<file path="src/rtl/ps2_pkg.sv">
// Shared PS/2 definitions: transmitter FSM encoding, frame geometry, command bytes
// and the odd-parity helper used by both the host transmit and receive paths.
package ps2_pkg;

  typedef enum logic [2:0] {
    ST_IDLE      = 3'd0,
    ST_INHIBIT   = 3'd1,
    ST_REQ       = 3'd2,
    ST_SEND      = 3'd3,
    ST_ACK       = 3'd4,
    ST_WAIT_IDLE = 3'd5
  } tx_state_e;

  // Full frame is start + 8 data + parity + stop; the shifter holds everything after start.
  localparam int unsigned FRAME_LEN = 11;
  localparam int unsigned DATA_BITS = 8;
  localparam int unsigned SHIFT_LEN = FRAME_LEN - 1;

  localparam logic [7:0] CMD_RESET       = 8'hFF;
  localparam logic [7:0] CMD_ENABLE      = 8'hF4;
  localparam logic [7:0] CMD_SET_DEFAULT = 8'hF6;
  localparam logic [7:0] ACK_BYTE        = 8'hFA;

  function automatic logic odd_parity(input logic [DATA_BITS-1:0] b);
    return ~^b;
  endfunction

endpackage

</file>
<file path="src/rtl/ps2_clk_filter.sv">
// PS/2 line conditioner: 2-flop synchronizer, FILTER_LEN-sample glitch filter and a
// one-cycle fall strobe on the filtered level. Shared with the receive path.
module ps2_clk_filter #(
  parameter int unsigned FILTER_LEN = 8
) (
  input  logic clk,
  input  logic rst,
  input  logic line_i,
  output logic sync_o,
  output logic level_o,
  output logic fall_o
);

  localparam int unsigned CW = (FILTER_LEN > 1) ? $clog2(FILTER_LEN) : 1;
  localparam logic [CW-1:0] CNT_LAST = CW'(FILTER_LEN - 1);

  logic [1:0]    sync_q;
  logic          level_q;
  logic          fall_q;
  logic [CW-1:0] cnt_q;

  // NOTE: the synchronizer and filtered level reset to 1, the idle level of an
  // open-drain bus, so leaving reset never produces a false fall strobe.
  always_ff @(posedge clk or negedge rst) begin
    if (!rst) begin
      sync_q  <= 2'b11;
      level_q <= 1'b1;
      fall_q  <= 1'b0;
      cnt_q   <= '0;
    end else begin
      // NOTE: every register here uses <= so all flops sample the same pre-edge values.
      sync_q <= {sync_q[0], line_i};
      fall_q <= 1'b0;
      if (sync_q[1] == level_q) begin
        cnt_q <= '0;
      end else if (cnt_q == CNT_LAST) begin
        level_q <= sync_q[1];
        fall_q  <= ~sync_q[1];
        cnt_q   <= '0;
      end else begin
        cnt_q <= cnt_q + 1'b1;
      end
    end
  end

  assign sync_o  = sync_q[1];
  assign level_o = level_q;
  assign fall_o  = fall_q;

endmodule

</file>
<file path="src/rtl/ps2_host_tx.sv">
// PS/2 host-to-device command transmitter driving PS2_CLK/PS2_DATA open-drain.
// Define PS2_TX_RETRY_EN to retry a NACKed or timed-out byte up to MAX_RETRY times.
module ps2_host_tx
  import ps2_pkg::*;
#(
  parameter int unsigned CLK_HZ         = 100_000_000,
  parameter int unsigned INHIBIT_CYCLES = CLK_HZ / 1_000_000 * 120,
  parameter int unsigned TIMEOUT_CYCLES = CLK_HZ / 1_000 * 15,
  parameter int unsigned FILTER_LEN     = 8,
  parameter int unsigned MAX_RETRY      = 2
) (
  input  logic       clk,
  input  logic       rst,
  input  logic       tx_valid,
  input  logic [7:0] tx_data,
  output logic       tx_ready,
  output logic       tx_busy,
  output logic       tx_done,
  output logic       tx_err,
  input  logic       ps2_clk_in,
  input  logic       ps2_data_in,
  output logic       ps2_clk_oe,
  output logic       ps2_data_oe
);

  localparam int unsigned CNT_MAX = (TIMEOUT_CYCLES > INHIBIT_CYCLES) ? TIMEOUT_CYCLES
                                                                      : INHIBIT_CYCLES;
  localparam int unsigned CNT_W   = $clog2(CNT_MAX);
  localparam logic [CNT_W-1:0] INH_LAST = CNT_W'(INHIBIT_CYCLES - 1);
  localparam logic [CNT_W-1:0] TO_LAST  = CNT_W'(TIMEOUT_CYCLES - 1);
  localparam logic [3:0]       LAST_SHIFT = 4'(SHIFT_LEN - 1);

`ifdef PS2_TX_RETRY_EN
  localparam int unsigned RETRIES = MAX_RETRY;
`else
  localparam int unsigned RETRIES = 0;
`endif
  localparam logic [3:0] RETRY_LIMIT = 4'(RETRIES);

  logic clk_fall, clk_lvl, clk_sync_unused;
  logic data_sync, data_lvl, data_fall_unused;

  ps2_clk_filter #(.FILTER_LEN(FILTER_LEN)) u_clk_filt (
    .clk     (clk),
    .rst     (rst),
    .line_i  (ps2_clk_in),
    .sync_o  (clk_sync_unused),
    .level_o (clk_lvl),
    .fall_o  (clk_fall)
  );

  ps2_clk_filter #(.FILTER_LEN(FILTER_LEN)) u_data_filt (
    .clk     (clk),
    .rst     (rst),
    .line_i  (ps2_data_in),
    .sync_o  (data_sync),
    .level_o (data_lvl),
    .fall_o  (data_fall_unused)
  );

  tx_state_e            state_q, state_d;
  logic [CNT_W-1:0]     cnt_q, cnt_d;
  logic [3:0]           bit_cnt_q, bit_cnt_d;
  logic [SHIFT_LEN-1:0] shreg_q, shreg_d;
  logic [7:0]           byte_q, byte_d;
  logic                 nack_q, nack_d;
  logic [3:0]           retry_q, retry_d;
  logic                 clk_oe_q, clk_oe_d;
  logic                 data_oe_q, data_oe_d;
  logic                 done, fail, err;

  always_ff @(posedge clk or negedge rst) begin
    if (!rst) begin
      state_q   <= ST_IDLE;
      cnt_q     <= '0;
      bit_cnt_q <= '0;
      shreg_q   <= '1;
      byte_q    <= '0;
      nack_q    <= 1'b0;
      retry_q   <= '0;
      clk_oe_q  <= 1'b0;
      data_oe_q <= 1'b0;
    end else begin
      state_q   <= state_d;
      cnt_q     <= cnt_d;
      bit_cnt_q <= bit_cnt_d;
      shreg_q   <= shreg_d;
      byte_q    <= byte_d;
      nack_q    <= nack_d;
      retry_q   <= retry_d;
      clk_oe_q  <= clk_oe_d;
      data_oe_q <= data_oe_d;
    end
  end

  // Line enables are computed for the next state and registered so the pads never glitch.
  always_comb begin
    // NOTE: every output of this block gets a default first, so no path can infer a latch.
    state_d   = state_q;
    cnt_d     = cnt_q + 1'b1;
    bit_cnt_d = bit_cnt_q;
    shreg_d   = shreg_q;
    byte_d    = byte_q;
    nack_d    = nack_q;
    retry_d   = retry_q;
    clk_oe_d  = 1'b0;
    data_oe_d = 1'b0;
    done      = 1'b0;
    fail      = 1'b0;
    err       = 1'b0;

    case (state_q)
      ST_IDLE: begin
        cnt_d = '0;
        if (tx_valid) begin
          byte_d   = tx_data;
          retry_d  = '0;
          clk_oe_d = 1'b1;
          state_d  = ST_INHIBIT;
        end
      end
      ST_INHIBIT: begin
        clk_oe_d = 1'b1;
        if (cnt_q == INH_LAST) begin
          data_oe_d = 1'b1;
          state_d   = ST_REQ;
        end
      end
      ST_REQ: begin
        data_oe_d = 1'b1;
        cnt_d     = '0;
        bit_cnt_d = '0;
        nack_d    = 1'b0;
        shreg_d   = {1'b1, odd_parity(byte_q), byte_q};
        state_d   = ST_SEND;
      end
      ST_SEND: begin
        data_oe_d = data_oe_q;
        if (clk_fall) begin
          cnt_d     = '0;
          data_oe_d = ~shreg_q[0];
          shreg_d   = {1'b1, shreg_q[SHIFT_LEN-1:1]};
          bit_cnt_d = bit_cnt_q + 1'b1;
          if (bit_cnt_q == LAST_SHIFT) state_d = ST_ACK;
        end else if (cnt_q == TO_LAST) begin
          fail = 1'b1;
        end
      end
      ST_ACK: begin
        if (clk_fall) begin
          cnt_d   = '0;
          nack_d  = data_sync;
          state_d = ST_WAIT_IDLE;
        end else if (cnt_q == TO_LAST) begin
          fail = 1'b1;
        end
      end
      ST_WAIT_IDLE: begin
        if (clk_lvl && data_lvl) begin
          if (nack_q) begin
            fail = 1'b1;
          end else begin
            done    = 1'b1;
            state_d = ST_IDLE;
          end
        end else if (cnt_q == TO_LAST) begin
          fail = 1'b1;
        end
      end
      default: state_d = ST_IDLE;
    endcase

    // A failed attempt either restarts from INHIBIT with the latched byte or reports once.
    if (fail) begin
      cnt_d     = '0;
      data_oe_d = 1'b0;
      if (retry_q != RETRY_LIMIT) begin
        retry_d  = retry_q + 1'b1;
        clk_oe_d = 1'b1;
        state_d  = ST_INHIBIT;
      end else begin
        err      = 1'b1;
        clk_oe_d = 1'b0;
        state_d  = ST_IDLE;
      end
    end
  end

  assign tx_ready    = (state_q == ST_IDLE);
  assign tx_busy     = (state_q != ST_IDLE);
  assign tx_done     = done;
  assign tx_err      = err;
  assign ps2_clk_oe  = clk_oe_q;
  assign ps2_data_oe = data_oe_q;

endmodule
</file>
<file path="config.mk">
export PLATFORM = sky130hd
export DESIGN_NAME = ps2_host_tx
export DESIGN_NICKNAME = d
export VERILOG_FILES = /design/src/rtl/ps2_pkg.sv /design/src/rtl/ps2_clk_filter.sv /design/src/rtl/ps2_host_tx.sv
export SDC_FILE = /design/constraint.sdc
export NUM_CORES = 1
export LEC_CHECK = 0
export ABC_AREA = 1
export CORE_MARGIN = 2
export CORE_UTILIZATION = 55
export CTS_CLUSTER_DIAMETER = 100
export DETAILED_ROUTE_END_ITERATION = 6
export PLACE_DENSITY = 0.84
export SYNTH_ARGS = -nofsm -noshare
export SYNTH_HDL_FRONTEND = slang
export SYNTH_HIERARCHICAL = 1
export SYNTH_SLANG_ARGS = --single-unit
export TNS_END_PERCENT = 30
</file>
<file path="constraint.sdc">
create_clock -name clk -period 3.1 [get_ports clk]
set_clock_uncertainty 0.1 [all_clocks]
set_input_delay 0.31 -clock clk [delete_from_list [all_inputs] [get_ports clk]]
set_output_delay 0.31 -clock clk [all_outputs]
set_load 0.01 [all_outputs]
</file>
# Word-level counts from Yosys, hierarchy flattened
# Cells that the tools add are included.
# totals
in_bits	13
ff_bits	66
wordCells	108
# classes
n_bitwise	4
muxes	47
n_reduce_logical	15
add_sub_neg	5
n_eq_ne	21
# op_table
op	count
2-to-1 mux 21 bit	2
one-hot mux 21 bit (2 select lines)	1
2-to-1 mux 3 bit	12
adder 21 x 1 -> 21 bit (second input constant)	1
equality test 21 x 14 -> 1 bit (second input constant)	1
equality test 21 bit (second input constant)	1
2-to-1 mux 4 bit	5
one-hot mux 10 bit (2 select lines)	1
2-to-1 mux 1 bit	19
one-hot mux 3 bit (6 select lines)	1
equality test 3 bit (second input constant)	4
inequality test 3 bit (second input constant)	4
2-to-1 mux 10 bit	1
AND reduction 2 bit	5
inequality test 3 x 2 -> 1 bit (second input constant)	3
adder 4 x 1 -> 4 bit (second input constant)	2
one-hot mux 4 bit (2 select lines)	1
XNOR reduction 8 bit	1
AND reduction 7 bit	1
adder 3 x 1 -> 3 bit (second input constant)	2
equality test 3 x 2 -> 1 bit (second input constant)	2
one-hot mux 1 bit (2 select lines)	3
equality test 4 bit (second input constant)	1
inequality test 2 x 1 -> 1 bit (second input constant)	2
other kinds (10)	16

# Logic depth before layout (Yosys ltp)
# depth
word_depth	6
mapped_depth	11
ltp_nobuf	11

# By module
# The synthesis kept the hierarchy.
# by_module_without_submodules
module	area_each_um2	instances	seq_area_each_um2	cells_per_inst
ps2_host_tx	2970.3	1	1312.5	391
ps2_clk_filter	264.0	2	178.9	24

# Worst setup path before layout
# OpenSTA, ideal clock, no wires.
# synth_path
path_type	register -> output
startpoint	register cnt_q[0] (netlist name)
endpoint	output port tx_err
setup_slack_ps	1454
path_stages_with_launch	8
arrival_time_ps	1236
n_path_buf	0
required_time_ps	2690
path_cell_list	dfrtp_1 > ha_1 > nand3_1 > nor2_1 > nand2_1 > nand2_2 > nand2_4 > nor2_1
# synth_rtl
item	line_no	text
to (decl)	ps2_host_tx.sv:19	output logic tx_err,

==> summary.txt <==
Run status
  – Status: completed

STA
  – RSZ-0062 raised after global routing: false
  – Max-slew headroom: 0.429
  – Fin. max-slew vios: 0
  – Final worst-path cycle share: 0.857
  – Final worst slack: 0.442 ns
  – Min cycle time layout: approximately 2.7 ns
  – Hold Vio Cnt, Final: 0
  – Peak Freq: about 380 MHz
  – Total negative slack: 0 ns
  – Worst slew pin tran: between 0.8 and 0.9 ns
  – Setup violators final: 0

Die
  – Starting Density: 0.579
  – Die ar.: between 0.006 and 0.007 mm^2
  – CORE AREA: 0.00599 mm^2
  – Die Wd: around 83 um
  – FP Rows: 28
  – Die H: between 80 and 90 um
  – I/O pin count: 19

Clock network
  – Worst skew pair latency: around 0.35 ns
  – Post-CTS Hold Fix Bufs: 1
  – Longest Clk Path Bufs: 2
  – Clock transition at path regs: about 0.07 ns
  – Clock root buffer master: clkbuf_8
  – # H-tree levels: 3
  – Post-cts resize count: 0
  – Post-CTS Setup Bufs: 0
  – Sink Count: 65
  – CTS tree: done
  – Inserted Clock Buffers: 9

Global routing
  – First-pass GRT wire length: 12,000 um
  – All-Layer GR Usage: 0.211
  – Global route total overflow: 0
  – Initial antenna violation count: 0
  – Largest net degree at the start of global routing: 42
  – Vias in the first global route: between 2,000 and 3,000

Place
  – Global placer's final weighted congestion: 0.944
  – DP Worst Slack: 0.843 ns
  – Port buffer count: 18
  – Final HPWL DP: between 4000 and 5000 um

Setup path
  – Worst-path cell chain: ha_1 > nand3_1 > nor2_1 > nand2_1 > nand2_2 > nand2_4 > nor2_1 > clkdlybuf4s50_1
  – R2R depth: 8
  – Worst-path fanout max: 8
  – Worst r2r src: state_q[2]
  – Kind of critical path: register to output port
  – Critical Path AT: 2.25 ns
  – Crit-path slowest cell: clkdlybuf4s50_1
  – Worst Setup Start Kind: register
  – Most common cell on crit path: nor2_1
  – CP required: between 2 and 3 ns
  – Reg2Reg Setup Slack: between 1 and 1.5 ns
  – Worst setup EP type: output port
  – Reg2reg end: bit_cnt_q[3]
  – Max incr delay on CP: 0.55 ns

Route
  – First DRT Iteration DRCs: around 190
  – Post-DRT Antenna Nets: 0
  – Total vias in the final route: between 2,000 and 3,000
  – Per-cell routed wire length: approximately 12 um
  – Post-Route WL: just under 7000 um
  – # DRC: 0
  – Mean number of vias per cell: approximately 5.2
  – First-pass DRT Iterations: 5

Hold path
  – HP Class: register to register
  – WHS Endpoint: u_clk_filt/sync_q[1]
  – HP Start: u_clk_filt/sync_q[0]
  – Hold Path Depth: 0

Power
  – Peak VDD IR: between 0.4 and 0.5 mV
  – Power density over the cells: 743 mW/mm^2
  – Cell leakage power: roughly 1.9 nW

Finish
  – Synthesis-to-finish area growth: 13.0%
  – Fillcell total: just under 500
  – Layout net count: 484
  – Ant diodes: 0
  – Share of layout cells above drive strength 1: 0.139
  – Area occupied by multi-input gates: approximately 0.0016 mm^2
  – Storage cell area: between 0.0015 and 0.002 mm^2

Logic synthesis
  – Avg Cell Area, Syn: around 7.9 um^2
  – Synthesis Warnings: 6
  – Mapped Cells: between 400 and 500
  – Post-Syn Area: 0.00347 mm^2
  – Syn_nets: approximately 460

Flow run
  – Max_cap viols: 0
==> per-layer routing <==
metal | global-route usage | vias up | wire, um
li1 | - | 1413 | -
met1 | 0.266 | 1322 | 3070
met2 | 0.354 | 83 | 3290
met3 | 0.0547 | 14 | 318
met4 | 0.0730 | 0 | 100
met5 | 0 | - | 0
==> through the flow <==
stage          total power, mW  std cells  utilization  cell area [um^2]  hold slack [ns]
5_1_grt                   3.13        542        0.654              3920            0.260
4_1_cts                   2.92        542        0.654              3920            0.247
2_1_floorplan             1.99        436            -              3470          -0.0856
6_report                  2.91        542        0.654              3920            0.257
3_3_place_gp              2.14        525        0.618              3700            0.246
3_5_place_dp              2.18        525        0.618              3700            0.247
==> area by class of cell <==
class / instances / area share
Sequential cell: 65 / 0.420
Multi-Input combinational cell: 308 / 0.398
Inverter: 56 / 0.0537
Timing Repair Buffer: 22 / 0.0531
Clock buffer: 9 / 0.0316
Tap cell: 75 / 0.0240
Clock inverter: 7 / 0.0195
==> how the worst max path moves through the flow <==
stage,from,endpoint,slack (ns)
final,cnt_q[0],tx_err,0.44
after global routing,cnt_q[0],tx_err,0.24
after CTS,cnt_q[0],tx_err,0.43
after detailed placement,cnt_q[0],tx_err,0.84
after global placement,cnt_q[0],tx_err,0.91
after floorplan,cnt_q[0],tx_err,1.45
==> state kept, by name (all words and copies together) (netlist names), named ones only <==
register,cells
u_clk_filt/sync_q,2
byte_q,8
cnt_q,21
u_data_filt/cnt_q,3
retry_q,3
u_clk_filt/level_o,1
u_clk_filt/fall_o,1
nack_q,1
state_q,3
u_data_filt/sync_q,2
ps2_data_oe,1
ps2_clk_oe,1
u_clk_filt/cnt_q,3
bit_cnt_q,4
u_data_filt/level_o,1
shreg_q,9
==> report_power, final <==
part	internal, mW	leakage, nW	switching, mW
sequential	1.09	0.827	0.155
clock	0.378	0.0966	0.360
combinational	0.355	0.958	0.572
total	1.82	1.88	1.09
==> cell usage in the layout (no fill, tap or decap), drive strengths merged <==
master,n
a21o,1
a21oi,3
a31o,1
buf,4
bufinv,1
clkbuf,9
clkdlybuf4s50,17
clkinv,1
clkinvlp,2
dfrtp,50
dfstp,15
dlygate4sd3,1
ha,9
inv,59
nand2,115
nand3,30
nand4,7
nor2,76
nor3,9
o21ai,28
o22ai,2
or2,3
xnor2,8
xor2,16
==> critical path, delay by kind of cell, from the launching register on <==
kind	cells	cell delay (ns)
AND/OR/NAND/NOR	6	0.70
adder cells (fa/ha/maj)	1	0.25
buffers and inverters	1	0.55
flip-flops	1	0.41
(Power assumes the default switching activity.)
